--- src/rtl/mux_scan_pkg.sv ---
// Shared types and constants for the 4:1 mux scan controller.
// State encoding, settle counter width and legal settle bounds.
package mux_scan_pkg;

    typedef enum logic [1:0] {
        ST_IDLE   = 2'd0,
        ST_SETTLE = 2'd1,
        ST_OUT    = 2'd2
    } state_e;

    localparam int CNT_W      = 4;
    localparam int SETTLE_MIN = 1;
    localparam int SETTLE_MAX = 15;

    // Out-of-range settle requests are clamped so the timer always expires.
    function automatic logic [CNT_W-1:0] settle_load(input int cycles);
        if (cycles < SETTLE_MIN) return CNT_W'(SETTLE_MIN);
        if (cycles > SETTLE_MAX) return CNT_W'(SETTLE_MAX);
        return CNT_W'(cycles);
    endfunction

endpackage

--- src/rtl/mux_scan_if.sv ---
// Request and result port of the mux scan controller (start/mask in, word out on valid/ready).
// The parity signal exists only when MUX_SCAN_PARITY_EN is defined.
interface mux_scan_if;

    logic       start;
    logic [3:0] ch_mask;
    logic       busy;
    logic [3:0] data;
    logic       valid;
    logic       ready;
`ifdef MUX_SCAN_PARITY_EN
    logic       parity;

    modport master (
        input  start,
        input  ch_mask,
        input  ready,
        output busy,
        output data,
        output valid,
        output parity
    );

    modport slave (
        output start,
        output ch_mask,
        output ready,
        input  busy,
        input  data,
        input  valid,
        input  parity
    );
`else
    modport master (
        input  start,
        input  ch_mask,
        input  ready,
        output busy,
        output data,
        output valid
    );

    modport slave (
        output start,
        output ch_mask,
        output ready,
        input  busy,
        input  data,
        input  valid
    );
`endif

endinterface

--- src/rtl/settle_timer.sv ---
// Loadable down-counter; expire is high during the cycle whose closing edge ends the settle window.
// A load on the expiring edge restarts the window for the next channel.
module settle_timer
    import mux_scan_pkg::*;
(
    input  logic             clk,
    input  logic             rst_n,
    input  logic             load,
    input  logic [CNT_W-1:0] load_val,
    output logic             expire
);

    logic [CNT_W-1:0] count;

    always_ff @(posedge clk or negedge rst_n) begin
        if (!rst_n) begin
            count <= '0;
        end else if (load) begin
            count <= load_val;
        end else if (count != '0) begin
            count <= count - 1'b1;
        end
    end

    assign expire = (count == CNT_W'(1));

endmodule

--- src/rtl/mux_scan_ctrl.sv ---
// Sweeps the 4:1 mux select over the enabled channels, settles, samples, and
// presents the assembled word on a valid/ready port. Parity output: MUX_SCAN_PARITY_EN.
//
// state      | meaning
// -----------+--------------------------------------------------------------
// ST_IDLE    | waiting for start; select lines and data word held
// ST_SETTLE  | channel selected, settle timer running, sample on expiry
// ST_OUT     | word complete; valid held until ready
module mux_scan_ctrl
    import mux_scan_pkg::*;
#(
    parameter int SETTLE_CYCLES = 1
) (
    input  logic       clk,
    input  logic       rst_n,
    mux_scan_if.master scan,
    input  logic       mux_out,
    output logic       s1,
    output logic       s0
);

    localparam logic [CNT_W-1:0] SETTLE_LOAD = settle_load(SETTLE_CYCLES);

    state_e     state;
    logic [1:0] sel;
    logic [3:0] mask_q;
    logic [3:0] shadow;
    logic [3:0] shadow_upd;
    logic [3:0] data_q;
    logic [3:0] data_nxt;
    logic       valid_q;
    logic       busy_q;
    logic [1:0] first_idx;
    logic [1:0] next_idx;
    logic       next_found;
    logic       accept;
    logic       accept_scan;
    logic       last_sample;
    logic       data_load;
    logic       tmr_load;
    logic       tmr_expire;

    // Lowest enabled channel of the incoming request.
    always_comb begin
        first_idx = 2'd0;
        for (int k = 3; k >= 0; k--) begin
            if (scan.ch_mask[k]) first_idx = 2'(k);
        end
    end

    // Next enabled channel above the current select in the latched mask.
    always_comb begin
        next_found = 1'b0;
        next_idx   = sel;
        for (int k = 3; k >= 0; k--) begin
            if (mask_q[k] && (k > int'(sel))) begin
                next_found = 1'b1;
                next_idx   = 2'(k);
            end
        end
    end

    always_comb begin
        shadow_upd      = shadow;
        shadow_upd[sel] = mux_out;
    end

    assign accept      = (state == ST_IDLE) && scan.start;
    assign accept_scan = accept && (scan.ch_mask != 4'd0);
    assign last_sample = (state == ST_SETTLE) && tmr_expire && !next_found;
    assign tmr_load    = accept_scan || ((state == ST_SETTLE) && tmr_expire && next_found);
    // An empty request publishes an all-zero word without scanning.
    assign data_load   = (accept && !accept_scan) || last_sample;
    assign data_nxt    = last_sample ? shadow_upd : 4'd0;

    settle_timer u_settle_timer (
        .clk      (clk),
        .rst_n    (rst_n),
        .load     (tmr_load),
        .load_val (SETTLE_LOAD),
        .expire   (tmr_expire)
    );

    always_ff @(posedge clk or negedge rst_n) begin
        if (!rst_n) begin
            state   <= ST_IDLE;
            sel     <= 2'd0;
            mask_q  <= 4'd0;
            shadow  <= 4'd0;
            data_q  <= 4'd0;
            valid_q <= 1'b0;
            busy_q  <= 1'b0;
        end else begin
            if (data_load) data_q <= data_nxt;
            case (state)
                ST_IDLE: begin
                    if (accept) begin
                        busy_q <= 1'b1;
                        if (accept_scan) begin
                            mask_q <= scan.ch_mask;
                            sel    <= first_idx;
                            shadow <= 4'd0;
                            state  <= ST_SETTLE;
                        end else begin
                            state  <= ST_OUT;
                        end
                    end
                end
                ST_SETTLE: begin
                    if (tmr_expire) begin
                        shadow <= shadow_upd;
                        if (next_found) begin
                            sel <= next_idx;
                        end else begin
                            valid_q <= 1'b1;
                            state   <= ST_OUT;
                        end
                    end
                end
                ST_OUT: begin
                    // Empty-mask entry arrives with valid low; it rises one edge later.
                    if (valid_q && scan.ready) begin
                        valid_q <= 1'b0;
                        busy_q  <= 1'b0;
                        state   <= ST_IDLE;
                    end else begin
                        valid_q <= 1'b1;
                    end
                end
                default: state <= ST_IDLE;
            endcase
        end
    end

`ifdef MUX_SCAN_PARITY_EN
    logic parity_q;

    always_ff @(posedge clk or negedge rst_n) begin
        if (!rst_n) begin
            parity_q <= 1'b0;
        end else if (data_load) begin
            parity_q <= ^data_nxt;
        end
    end

    assign scan.parity = parity_q;
`endif

    assign s1         = sel[1];
    assign s0         = sel[0];
    assign scan.data  = data_q;
    assign scan.valid = valid_q;
    assign scan.busy  = busy_q;

endmodule

--- src/flat_wrapper.sv ---
// flat-port wrapper written by rule: the top's interface ports become plain ports
module mux_scan_ctrl_flat import mux_scan_pkg::*;
#(
    parameter int SETTLE_CYCLES = 1
)
  (clk, rst_n, mux_out, s1, s0, scan_start, scan_ch_mask, scan_ready, scan_busy, scan_data, scan_valid);
  mux_scan_if scan_i ();
  input  logic clk;
  input  logic rst_n;
  input  logic mux_out;
  output logic s1;
  output logic s0;
  input wire logic [$bits(scan_i.start)-1:0] scan_start;
  input wire logic [$bits(scan_i.ch_mask)-1:0] scan_ch_mask;
  input wire logic [$bits(scan_i.ready)-1:0] scan_ready;
  output wire logic [$bits(scan_i.busy)-1:0] scan_busy;
  output wire logic [$bits(scan_i.data)-1:0] scan_data;
  output wire logic [$bits(scan_i.valid)-1:0] scan_valid;
  assign scan_i.start = scan_start;
  assign scan_i.ch_mask = scan_ch_mask;
  assign scan_i.ready = scan_ready;
  assign scan_busy = scan_i.busy;
  assign scan_data = scan_i.data;
  assign scan_valid = scan_i.valid;
  mux_scan_ctrl #(.SETTLE_CYCLES(SETTLE_CYCLES)) u_core (.clk(clk), .rst_n(rst_n), .scan(scan_i), .mux_out(mux_out), .s1(s1), .s0(s0));
endmodule
--- config.mk ---
export PLATFORM = sky130hd
export DESIGN_NAME = mux_scan_ctrl_flat
export DESIGN_NICKNAME = d
export VERILOG_FILES = /design/src/rtl/mux_scan_pkg.sv /design/src/rtl/mux_scan_if.sv /design/src/rtl/settle_timer.sv /design/src/rtl/mux_scan_ctrl.sv /design/src/flat_wrapper.sv
export SDC_FILE = /design/constraint.sdc
export NUM_CORES = 1
export LEC_CHECK = 0
export CAP_MARGIN = 20
export CORE_MARGIN = 5
export CORE_UTILIZATION = 53
export DETAILED_ROUTE_END_ITERATION = 7
export GPL_TIMING_DRIVEN = 0
export PLACE_DENSITY = 0.89
export SLEW_MARGIN = 0
export SYNTH_ARGS = -nofsm -noshare
export SYNTH_HDL_FRONTEND = slang
export SYNTH_SLANG_ARGS = --single-unit
--- constraint.sdc ---
create_clock -name clk -period 1.8 [get_ports clk]
set_input_delay 0.54 -clock clk [delete_from_list [all_inputs] [get_ports clk]]
set_output_delay 0.54 -clock clk [all_outputs]
set_load 0.01 [all_outputs]
# Word-level counts from Yosys, hierarchy flattened
# Cells that the tools add are included.
# W data, S select, Z words.
# totals
input_bits	9
wordCells	90
reg_bits	22
# op_classes
addsub	1
eq_ne	10
reduce_logical	28
muxes	38
n_lt_le_gt_ge	5
# op_table
op	count
$mux W2	16
$mux W4	6
$logic_and A1 B1 Y1	11
$ne A2 B1 Y1 const B	5
$mux W1	9
$reduce_and A3 Y1	3
$pmux W4 S2	1
$reduce_and A4 Y1	2
$reduce_bool A2 Y1	4
$reduce_bool A4 Y1	2
$pmux W2 S3	1
$reduce_and A6 Y1	1
$bwmux W4	1
$eq A4 B1 Y1 const B	1
$gt A2 B2 Y1 const A	2
$ne A4 B1 Y1 const B	1
$pmux W1 S2	2
$pmux W2 S2	1
$sub A4 B1 Y4 const B	1
$lt A2 B3 Y1 const B	1
$demux W1 S2	1
$eq A2 B1 Y1 const B	1
$eq A2 B2 Y1 const B	1
$ge A2 B1 Y1 const B	1
5 further kinds	7

# Longest topological paths before layout
# Gate-level depths: netlist (run 1).
# depth
ltp_word	8
ltp_mapped	8

# Modules after synthesis
# Synthesis (run 1) repeated with hierarchy kept, for this count alone.
# unflattened
hier_cells	109
area_unflattened_um2	1164.9
# modules_own_cells
mod	instances	area_per_inst_um2	cells_per_inst
mux_scan_ctrl	1	899.6	85
settle_timer	1	265.3	24

# Worst setup path after synthesis (run 1)
# No wires, ideal clock.
# synth_timing
path_kind	register to register
start	register u_core.u_settle_timer.count[0]
end	register u_core.valid_q, in the netlist u_core.scan.valid
synth_period_minus_slack_ns	1.560
slack_ns	0.240
arrival_time_ns	1.435
path_buffers	1
required_time_ns	1.675
stages_incl_launch_ff	7
path_cell_list	dfrtp_1 > ha_1 > and2_4 > buf_6 > a31oi_2 > nand2b_4 > mux2_4
# synth_between
elab_chain_len	3
# synth_rtl
item	line	rtl
from (decl)	settle_timer.sv:13	logic [CNT_W-1:0] count;
from (signal assigned)	settle_timer.sv:19	count <= load_val;
from (signal assigned)	settle_timer.sv:21	count <= count - 1'b1;
$eq A4 B1 Y1	settle_timer.sv:25	assign expire = (count == CNT_W'(1));
$ne A2 B1 Y1 (no source line)	--	
$reduce_and A3 Y1 (no source line)	--	
to (signal assigned)	mux_scan_ctrl.sv:91	valid_q <= 1'b0;
to (signal assigned)	mux_scan_ctrl.sv:115	valid_q <= 1'b1;
to (signal assigned)	mux_scan_ctrl.sv:123	valid_q <= 1'b0;
to (decl)	mux_scan_ctrl.sv:31	logic valid_q;
# Every way passes these cells.
# A chain may end at the register's enable or synchronous reset.

# Final worst setup path (run 1)
# layout_timing
start	register u_core.data_q[3], in the netlist u_core.scan.data[3]
end	output port scan_data[3]
# layout_rtl
item	line	rtl
from (decl)	mux_scan_ctrl.sv:29	logic [3:0] data_q;
from (signal assigned)	mux_scan_ctrl.sv:94	if (data_load) data_q <= data_nxt;
to (decl)	flat_wrapper.sv:17	output wire logic [$bits(scan_i.data)-1:0] scan_data;
# No word-level cell between the ends.

==> summary.md, run 1 <==
| Metric | Value |
|---|---|
| Switching Share | `0.413` |
| Critical path arrival | `1220 ps` |
| EDFF count, synth | `0` |
| Worst-skew pair later-pin latency | `310 ps` |
| Top Ports | `17` |
| Initial core utilization | `0.546` |
| CTS Sinks | `21` |
| CTS tree | `yes` |
| Worst Tran Pin Value | `376 ps` |
| Crit-path cells | `clkdlybuf4s50_1` |
| Antenna cells | `0` |
| Setup TNS | `0 ps` |
| Outcome | `completed` |
| Worst Setup End Kind | `primary output` |
| Final Util | `0.691` |
| Ys flop type | `dfrtp_1` |
| Slew HR | `0.747` |
| GP Congestion | `0.830` |
| Sequential share of power | `0.331` |
| Final WL | `2.70 mm` |
| Grt ovf | `0` |
| Fraction of layout cells with a size suffix above 1 | `0.196` |
| Final Cycle Share | `0.981` |
| Mean Syn Cell Area | `9.78 sq um` |
| Iteration-0 DRC Markers | `17` |
| Nets@finish | `163` |
| Seq cells post-synth | `21` |
| Worst VDD drop | `0.00105 V` |
| Routed vias | `998` |
| Pins Over Slew Limit | `0` |
| CORE AREA | `0.00217 sq mm` |
| Hold Path Class | `flip-flop to flip-flop` |
| CTS Buffer Depth | `2` |
| H-tree Lvls | `1` |
| DRC errors left | `0` |
| Register clock-pin slew on the reported worst setup and hold paths | `110 ps` |
| CP max FO | `2` |
| Die Y | `57.3 um` |
| # setup viols final | `0` |
| Internal | `1350 uW` |
| First-pass GRT wire length | `4.34 mm` |
| Placed Cells | `165` |
| Final Non-Filler Cells | `176` |
| Number of buffers and inverters on the critical path | `1` |
| Post-synthesis sequential area ratio | `0.444` |
| Syn nets | `135` |
| F_max | `567 MHz` |
| Initial antenna violation count | `0` |
| Min cycle time layout | `1760 ps` |
| Layout Skew | `2.42 ps` |
| Yosys cell types | `41` |
| Max stage delay on crit path | `550 ps` |
| Wire per inst | `15.4 um` |
| Number of global-route vias before repair | `998` |
| Final Hold Vio Count | `0` |
| CP top delay family | `buffers and inverters` |
| Clk pwr share | `0.100` |
| Psw | `951 uW` |
| Leak | `0.000719 uW` |
| Input/output buffers | `16` |
| CP Class | `flip-flop to primary output` |
| Overall Global Routing Usage | `0.167` |
| Worst EP required | `1260 ps` |
| Slowest-stage cell, CP | `clkdlybuf4s50_1` |
| Clk Tree Root Cell | `clkbuf_4` |
| Instance count of the mapped netlist | `121` |
| Final instance area | `0.00150 sq mm` |
| Critical Path Start Type | `flip-flop` |
| Gate power share | `0.569` |
| Area grow syn2layout | `26.6%` |
| DP Area | `0.00138 sq mm` |
| Synth Warn # | `0` |
| Asr flop ratio synth | `1.00` |
| Vias per inst | `5.67` |
| Max Cap Viol | `0` |
| DP HPWL | `2.01 mm` |
| Commonest non-fill, non-tap cells in the layout | `dfrtp_1 (20), nand2_1 (16), inv_1 (9), clkdlybuf4s50_1 (8), buf_4 (7)` |
| Routed Antenna Nets | `0` |
| Most common cell after layout, fill and taps aside | `dfrtp_1` |
| Post-Syn Area | `0.00118 sq mm` |
| Hold buffers post-CTS | `0` |
| Die width | `57.3 um` |
| Overall die area | `0.00328 sq mm` |
| Largest net degree at the start of global routing | `22` |
| CTS Buf Count | `3` |
| Power per cell area | `1540 mW/mm^2` |
| Rows | `17` |
| Initial DRT Pass Iterations | `4` |
## logic make-up (layout without fill, tap and decap cells)
group,after synthesis,count (layout),synth area share
buffers and inverters,12,39,0.0454
XOR/XNOR,1,1,0.00740
AO/OA/AOI/OAI,31,31,0.188
flip-flops,21,21,0.444
adder cells (fa/ha/maj),5,5,0.0529
multiplexers,7,7,0.0655
AND/OR/NAND/NOR,44,44,0.197
## flip-flops by register name, summed over array words and instances, names as in the netlist
name / flops
u_core.shadow: 4
u_core.u_settle_timer.count: 4
u_core.sel: 2
u_core.scan.data: 4
u_core.scan.valid: 1
u_core.mask_q: 3
u_core.scan.busy: 1
u_core.state: 2
## per-layer routing
layer  vias to the layer above  track usage  routed length (um)
met1                       491        0.180                1100
li1                        479            -                   -
met3                         7       0.0385                 105
met5                         -            0                   0
met2                        21        0.316                1440
met4                         0       0.0530                  63
## synth_stat cells, types with 2 or more instances
cell,count,area share
o21ai_1,2,0.0085
nor2_1,7,0.022
nor2_2,2,0.011
dfrtp_1,21,0.44
nand2b_1,2,0.011
o21ai_2,2,0.015
nand2_1,17,0.054
nor3_1,2,0.0085
nand3_1,5,0.021
a21oi_1,6,0.025
o21a_1,2,0.013
mux2i_1,4,0.034
inv_1,9,0.029
ha_1,5,0.053
o2bb2ai_1,3,0.022
a31oi_1,2,0.011
o21ai_0,6,0.025
## metrics by stage
step | setup WS (ps) | power [uW] | hold slack, ps
2_1_floorplan | 240 | 1600 | 244
3_3_place_gp | -380 | 1890 | 462
3_5_place_dp | -409 | 1970 | 476
4_1_cts | 3.57 | 2260 | 502
5_1_grt | -9.46 | 2460 | 532
6_report | 35.0 | 2300 | 498
## final cells by class
| type | instances | area, sq um |
|---|---|---|
| fillers | 173 | 671 |
| multi-input cells | 88 | 619 |
| flip-flops and latches | 21 | 527 |
| repair buffers | 23 | 235 |
| inverters | 10 | 37.5 |
| well taps | 28 | 35.0 |
| clock buffers | 4 | 26.3 |
| plain buffers | 2 | 18.8 |
## power by group through the flow
stage,combinational (uW),sequential (uW),clock [uW]
after global routing,1420,780,266
after detailed placement,1170,798,0
after floorplan,804,795,0
final,1310,763,229
after CTS,1260,764,230
after global placement,1110,783,0
## timing repair
action	CTS	global route
setup endpoints to repair	8	7
gates resized for setup	6	10
buffers inserted	5	1
pin swaps	2	1
gates cloned	0	0
## worst paths after layout
check / startpoint / endpoint / slack [ps] / cells past startpoint
worst min-delay path: u_core.scan.data[1] / u_core.scan.data[1] / 500 / 1
worst max register to register: u_core.state[1] / u_core.sel[1] / 60 / 9
min in group asynchronous: rst_n / u_core.scan.busy / 570 / 2
worst min register to register: u_core.scan.data[1] / u_core.scan.data[1] / 500 / 1
worst max-delay path: u_core.scan.data[3] / scan_data[3] / 40 / 1
max in group asynchronous: rst_n / u_core.sel[1] / 1090 / 2
(Power assumes the default switching activity.)
==> inputs of run 2 (changes only) <==
--- a/config.mk
+++ b/config.mk
@@ -11,6 +11,7 @@
 export DETAILED_ROUTE_END_ITERATION = 7
 export GPL_TIMING_DRIVEN = 0
 export PLACE_DENSITY = 0.89
+export SKIP_LAST_GASP = 1
 export SLEW_MARGIN = 0
 export SYNTH_ARGS = -nofsm -noshare
 export SYNTH_HDL_FRONTEND = slang
==> run 2 against run 1 <==
Combinational power about the same. Die area unchanged. Global-route usage unchanged. First-iteration DRC count fell by 5.9%. Fmax hardly changed. Final cell count stayed put. Setup slack lost 1.2 ps. Design area up 0.50%. Total power about the same. Routed wire length is 0.15% lower. Clock power barely moved. Largest power group unchanged. Highest routed layer unchanged.
==> summary.md, run 2 (synthesized netlist as in run 1, its figures left out) <==
| Metric | Value |
|---|---|
| Input/output buffers | `16` |
| Critical path arrival | `1230 ps` |
| Commonest non-fill, non-tap cells in the layout | `dfrtp_1 (20), nand2_1 (16), inv_1 (9), clkdlybuf4s50_1 (8), buf_4 (7)` |
| Worst Setup End Kind | `primary output` |
| Fraction of layout cells with a size suffix above 1 | `0.196` |
| Number of buffers and inverters on the critical path | `1` |
| Power per cell area | `1530 mW/mm^2` |
| Area grow syn2layout | `27.3%` |
| Register clock-pin slew on the reported worst setup and hold paths | `110 ps` |
| Die width | `57.3 um` |
| Setup TNS | `0 ps` |
| Initial antenna violation count | `0` |
| CORE AREA | `0.00217 sq mm` |
| Hold Path Class | `flip-flop to flip-flop` |
| Overall die area | `0.00328 sq mm` |
| Die Y | `57.3 um` |
| CTS Sinks | `21` |
| F_max | `566 MHz` |
| Antenna cells | `0` |
| First-pass GRT wire length | `4.34 mm` |
| Routed Antenna Nets | `0` |
| Number of global-route vias before repair | `998` |
| Final Util | `0.694` |
| Iteration-0 DRC Markers | `16` |
| Clk Tree Root Cell | `clkbuf_4` |
| Routed vias | `993` |
| Slew HR | `0.748` |
| Rows | `17` |
| Largest net degree at the start of global routing | `22` |
| Worst VDD drop | `0.00105 V` |
| Worst Tran Pin Value | `375 ps` |
| CTS Buffer Depth | `2` |
| Worst-skew pair later-pin latency | `310 ps` |
| Min cycle time layout | `1770 ps` |
| Final Hold Vio Count | `0` |
| Grt ovf | `0` |
| Max Cap Viol | `0` |
| Fill cells | `172` |
| H-tree Lvls | `1` |
| Initial core utilization | `0.546` |
| Worst hold slack | `499 ps` |
| CP Class | `flip-flop to primary output` |
| Outcome | `completed` |
| Vias per inst | `5.64` |
| Final WL | `2.70 mm` |
| Max stage delay on crit path | `550 ps` |
| Pins Over Slew Limit | `0` |
| Worst EP required | `1260 ps` |
| Initial DRT Pass Iterations | `4` |
| Final Cycle Share | `0.981` |
| Register area | `527 sq um` |
| Final Non-Filler Cells | `176` |
| # setup viols final | `0` |
| CP max FO | `2` |
| DRC errors left | `0` |
| Nets@finish | `163` |
| Slowest-stage cell, CP | `clkdlybuf4s50_1` |
| DP HPWL | `2.01 mm` |
| Leak | `0.000735 uW` |
| CTS Buf Count | `3` |
| Overall Global Routing Usage | `0.167` |
| Crit-path cells | `clkdlybuf4s50_1` |
| CTS tree | `yes` |
| CP top delay family | `buffers and inverters` |
| Layout Skew | `1.01 ps` |
| Critical Path Start Type | `flip-flop` |
| GP Congestion | `0.830` |
| Wire per inst | `15.3 um` |
| Top Ports | `17` |
| Multi-input gate area | `619 sq um` |
| Placed Cells | `165` |
| Most common cell after layout, fill and taps aside | `dfrtp_1` |
run 2: final timing paths:
path / from / to / slack (ps) / cells after the start
min in group asynchronous: rst_n / u_core.scan.busy / 570 / 2
min reg2reg: u_core.scan.data[1] / u_core.scan.data[1] / 500 / 1
max reg2reg: u_core.state[1] / u_core.sel[1] / 70 / 9
min: u_core.scan.data[1] / u_core.scan.data[1] / 500 / 1
max in group asynchronous: rst_n / u_core.sel[1] / 1090 / 2
max: u_core.scan.data[3] / scan_data[3] / 30 / 1
run 2: repair_timing:
item                       CTS  global route
hold buffers                 0             0
setup endpoints to repair    8            10
buffers inserted             5             1
gates resized for setup      4            11
pin swaps                    2             1
run 2: power breakdown:
group | internal, uW | leakage [uW] | switching, uW
clock network | 86.7 | 0.0000150 | 141
logic | 625 | 0.000454 | 686
registers | 640 | 0.000266 | 123
total | 1350 | 0.000735 | 950
run 2: final cells by class:
cell class                 count  area share
sequential                    21       0.350
tap                           28      0.0233
inverter                      10      0.0249
clock buffer                   4      0.0174
multi-input combinational     88       0.411
timing repair buffer          23       0.161
buffer                         2      0.0125
run 2: per-stage QoR:
stage                     worst slack [ps]  power, uW  area [sq um]
after floorplan                        240       1600          1180
after global placement                -380       1890          1380
after detailed placement              -409       1970          1380
after CTS                            -23.9       2260          1440
after global routing                 -18.4       2460          1510
final                                 33.8       2300          1510
run 2: routing by layer:
metal / share of wire / track usage / vias to the layer above / routed length (um)
met5: 0 / 0 / - / 0
met4: 0.023 / 0.0530 / 0 / 63
met3: 0.033 / 0.0385 / 7 / 89
met2: 0.53 / 0.316 / 15 / 1430
met1: 0.41 / 0.180 / 491 / 1120
li1: - / - / 480 / -
==> inputs of run 3 (changes only) <==
--- a/config.mk
+++ b/config.mk
@@ -10,6 +10,7 @@
 export CORE_UTILIZATION = 53
 export DETAILED_ROUTE_END_ITERATION = 7
 export GPL_TIMING_DRIVEN = 0
+export HOLD_SLACK_MARGIN = 0.15
 export PLACE_DENSITY = 0.89
 export SKIP_LAST_GASP = 1
 export SLEW_MARGIN = 0
==> constraint.sdc (replaced) <==
create_clock -name clk -period 2 [get_ports clk]
set_input_delay 0.6 -clock clk [delete_from_list [all_inputs] [get_ports clk]]
set_output_delay 0.6 -clock clk [all_outputs]
set_load 0.01 [all_outputs]
==> run 3 against run 2 <==
First-iteration DRC count unchanged. Global-route usage fell by 0.38 points. Critical path depth unchanged. Design area shrank 3.8%. Critical endpoint is now s0. Flip-flop and latch count unchanged. Utilization shrank 2.7 points. Final cell count decreased by 2.3%. Total power fell by 13%. Critical path type unchanged. Clock power fell by 11%. Register-to-register slack better by 90 ps. Setup slack improved by 34 ps.
==> summary.md, run 3 (synthesized netlist as in run 1, its figures left out) <==
| Metric | Value |
|---|---|
| Overall Global Routing Usage | `0.163` |
| Max Cap Viol | `0` |
| Psw | `828 uW` |
| CTS tree | `yes` |
| Slowest-stage cell, CP | `clkdlybuf4s50_1` |
| F_max | `517 MHz` |
| Multi-input gate area | `607 sq um` |
| Worst EP required | `1400 ps` |
| Nets@finish | `159` |
| Routed vias | `986` |
| Setup WS post-layout | `67.4 ps` |
| Input/output buffers | `16` |
| CTS Sinks | `21` |
| Pins Over Slew Limit | `0` |
| Leak | `0.000645 uW` |
| Worst hold slack | `498 ps` |
| Gate power share | `0.545` |
| CP Class | `flip-flop to primary output` |
| DP Area | `0.00138 sq mm` |
| Number of buffers and inverters on the critical path | `1` |
| Largest net degree at the start of global routing | `22` |
| Critical path arrival | `1330 ps` |
| First-pass GRT wire length | `4.24 mm` |
| H-tree Lvls | `1` |
| Overall die area | `0.00328 sq mm` |
| Antenna cells | `0` |
| Most common cell after layout, fill and taps aside | `dfrtp_1` |
| Commonest non-fill, non-tap cells in the layout | `dfrtp_1 (20), nand2_1 (17), clkdlybuf4s50_1 (16), inv_1 (9), nor2_1 (7)` |
| Sequential share of power | `0.354` |
| Outcome | `completed` |
| Switching Share | `0.412` |
| Power per cell area | `1390 mW/mm^2` |
| Hold Path Stages | `1` |
| # setup viols final | `0` |
| Rows | `17` |
| CP max FO | `7` |
| Clk pwr share | `0.101` |
| Min cycle time layout | `1930 ps` |
| CORE AREA | `0.00217 sq mm` |
| Worst-skew pair later-pin latency | `300 ps` |
| Critical Path Start Type | `flip-flop` |
| Register area | `527 sq um` |
| Top Ports | `17` |
| RR Endpoint | `u_core.sel[1]` |
| Register clock-pin slew on the reported worst setup and hold paths | `110 ps` |
| Crit-path cells | `clkdlybuf4s50_1` |
| Final Hold Vio Count | `0` |
| Vias per inst | `5.73` |
| Initial DRT Pass Iterations | `4` |
| Final Cycle Share | `0.966` |
| Fill cells | `175` |
| DRC errors left | `0` |
| Wire per inst | `14.8 um` |
| Fraction of layout cells with a size suffix above 1 | `0.153` |
| Reg2reg path depth | `9` |
| R2R Setup Slk | `160 ps` |
| CTS Buf Count | `3` |
| Worst Tran Pin Value | `290 ps` |
| CP top delay family | `buffers and inverters` |
| Reg-to-Reg Start | `u_core.state[1]` |
| DP HPWL | `2.01 mm` |
| RSZ-0062 raised after global routing | `no` |
| Number of global-route vias before repair | `952` |
| Final instance area | `0.00145 sq mm` |
| Clk Tree Root Cell | `clkbuf_4` |
| Max stage delay on crit path | `570 ps` |
| Final WL | `2.54 mm` |
| Slew HR | `0.805` |
| End point of the worst hold path | `u_core.scan.data[1]` |
| Hold path start | `u_core.scan.data[1]` |
| CTS Buffer Depth | `2` |
| Die width | `57.3 um` |
| Worst VDD drop | `0.000902 V` |
| Area grow syn2layout | `22.4%` |
| Iteration-0 DRC Markers | `16` |
| GP Congestion | `0.830` |
| DP Worst Slack | `-269 ps` |
| Die Y | `57.3 um` |
| Layout Skew | `1.79 ps` |
| Grt ovf | `0` |
| Initial antenna violation count | `0` |
| Initial core utilization | `0.546` |
| Routed Antenna Nets | `0` |
| Worst Setup End Kind | `primary output` |
| Hold Path Class | `flip-flop to flip-flop` |
| Crit. Startpoint | `u_core.sel[0]` |
| Internal | `1180 uW` |
run 3: cell types whose count changed in the layout (fill, tap and decap cells not counted), sizes merged:
cell / change
clkdlybuf4s50: +8
dlymetal6s2s: -6
buf: -4
dlygate4sd2: -2
run 3: cell type report:
class,instances,share of cell area
Multi-Input combinational cell,88,0.419
Sequential cell,21,0.364
Timing Repair Buffer,19,0.138
Inverter,10,0.0259
Tap cell,28,0.0242
Clock buffer,4,0.0181
Buffer,2,0.0112
run 3: what timing repair did:
action                                  4_1_cts  5_1_grt
resized for setup                             0        2
buffers inserted                              0        2
hold buffers                                  0        0
endpoints found under the setup margin        0        3
run 3: worst max path at each step:
stage | end | cells after the start
6_report | s0 | 1
5_1_grt | s0 | 1
4_1_cts | u_core.shadow[2] | 5
3_5_place_dp | u_core.shadow[2] | 5
3_3_place_gp | u_core.shadow[2] | 5
2_1_floorplan | u_core.shadow[2] | 4
run 3: routing by layer:
metal  part of all wire  up-vias  track usage
li1                   -      474            -
met1               0.40      483        0.184
met2               0.55       24        0.308
met3              0.044        5       0.0339
met4             0.0090        0       0.0397
met5                  0        -            0
run 3: per-stage QoR:
stage                     setup TNS, ps  cells  total power (uW)  utilization
after global placement            -1190    165              1700        0.636
after floorplan                       0    121              1440            -
after CTS                             0    169              1980        0.648
final                                 0    172              2010        0.668
after detailed placement          -1840    165              1770        0.636
after global routing                  0    172              2160        0.668
run 3: power groups by stage:
stage,registers (uW),clock network (uW),logic [uW]
finish,713,203,1100
CTS,708,207,1060
floorplan,715,0,724
detailed placement,718,0,1050
global placement,705,0,996
global route,731,233,1190
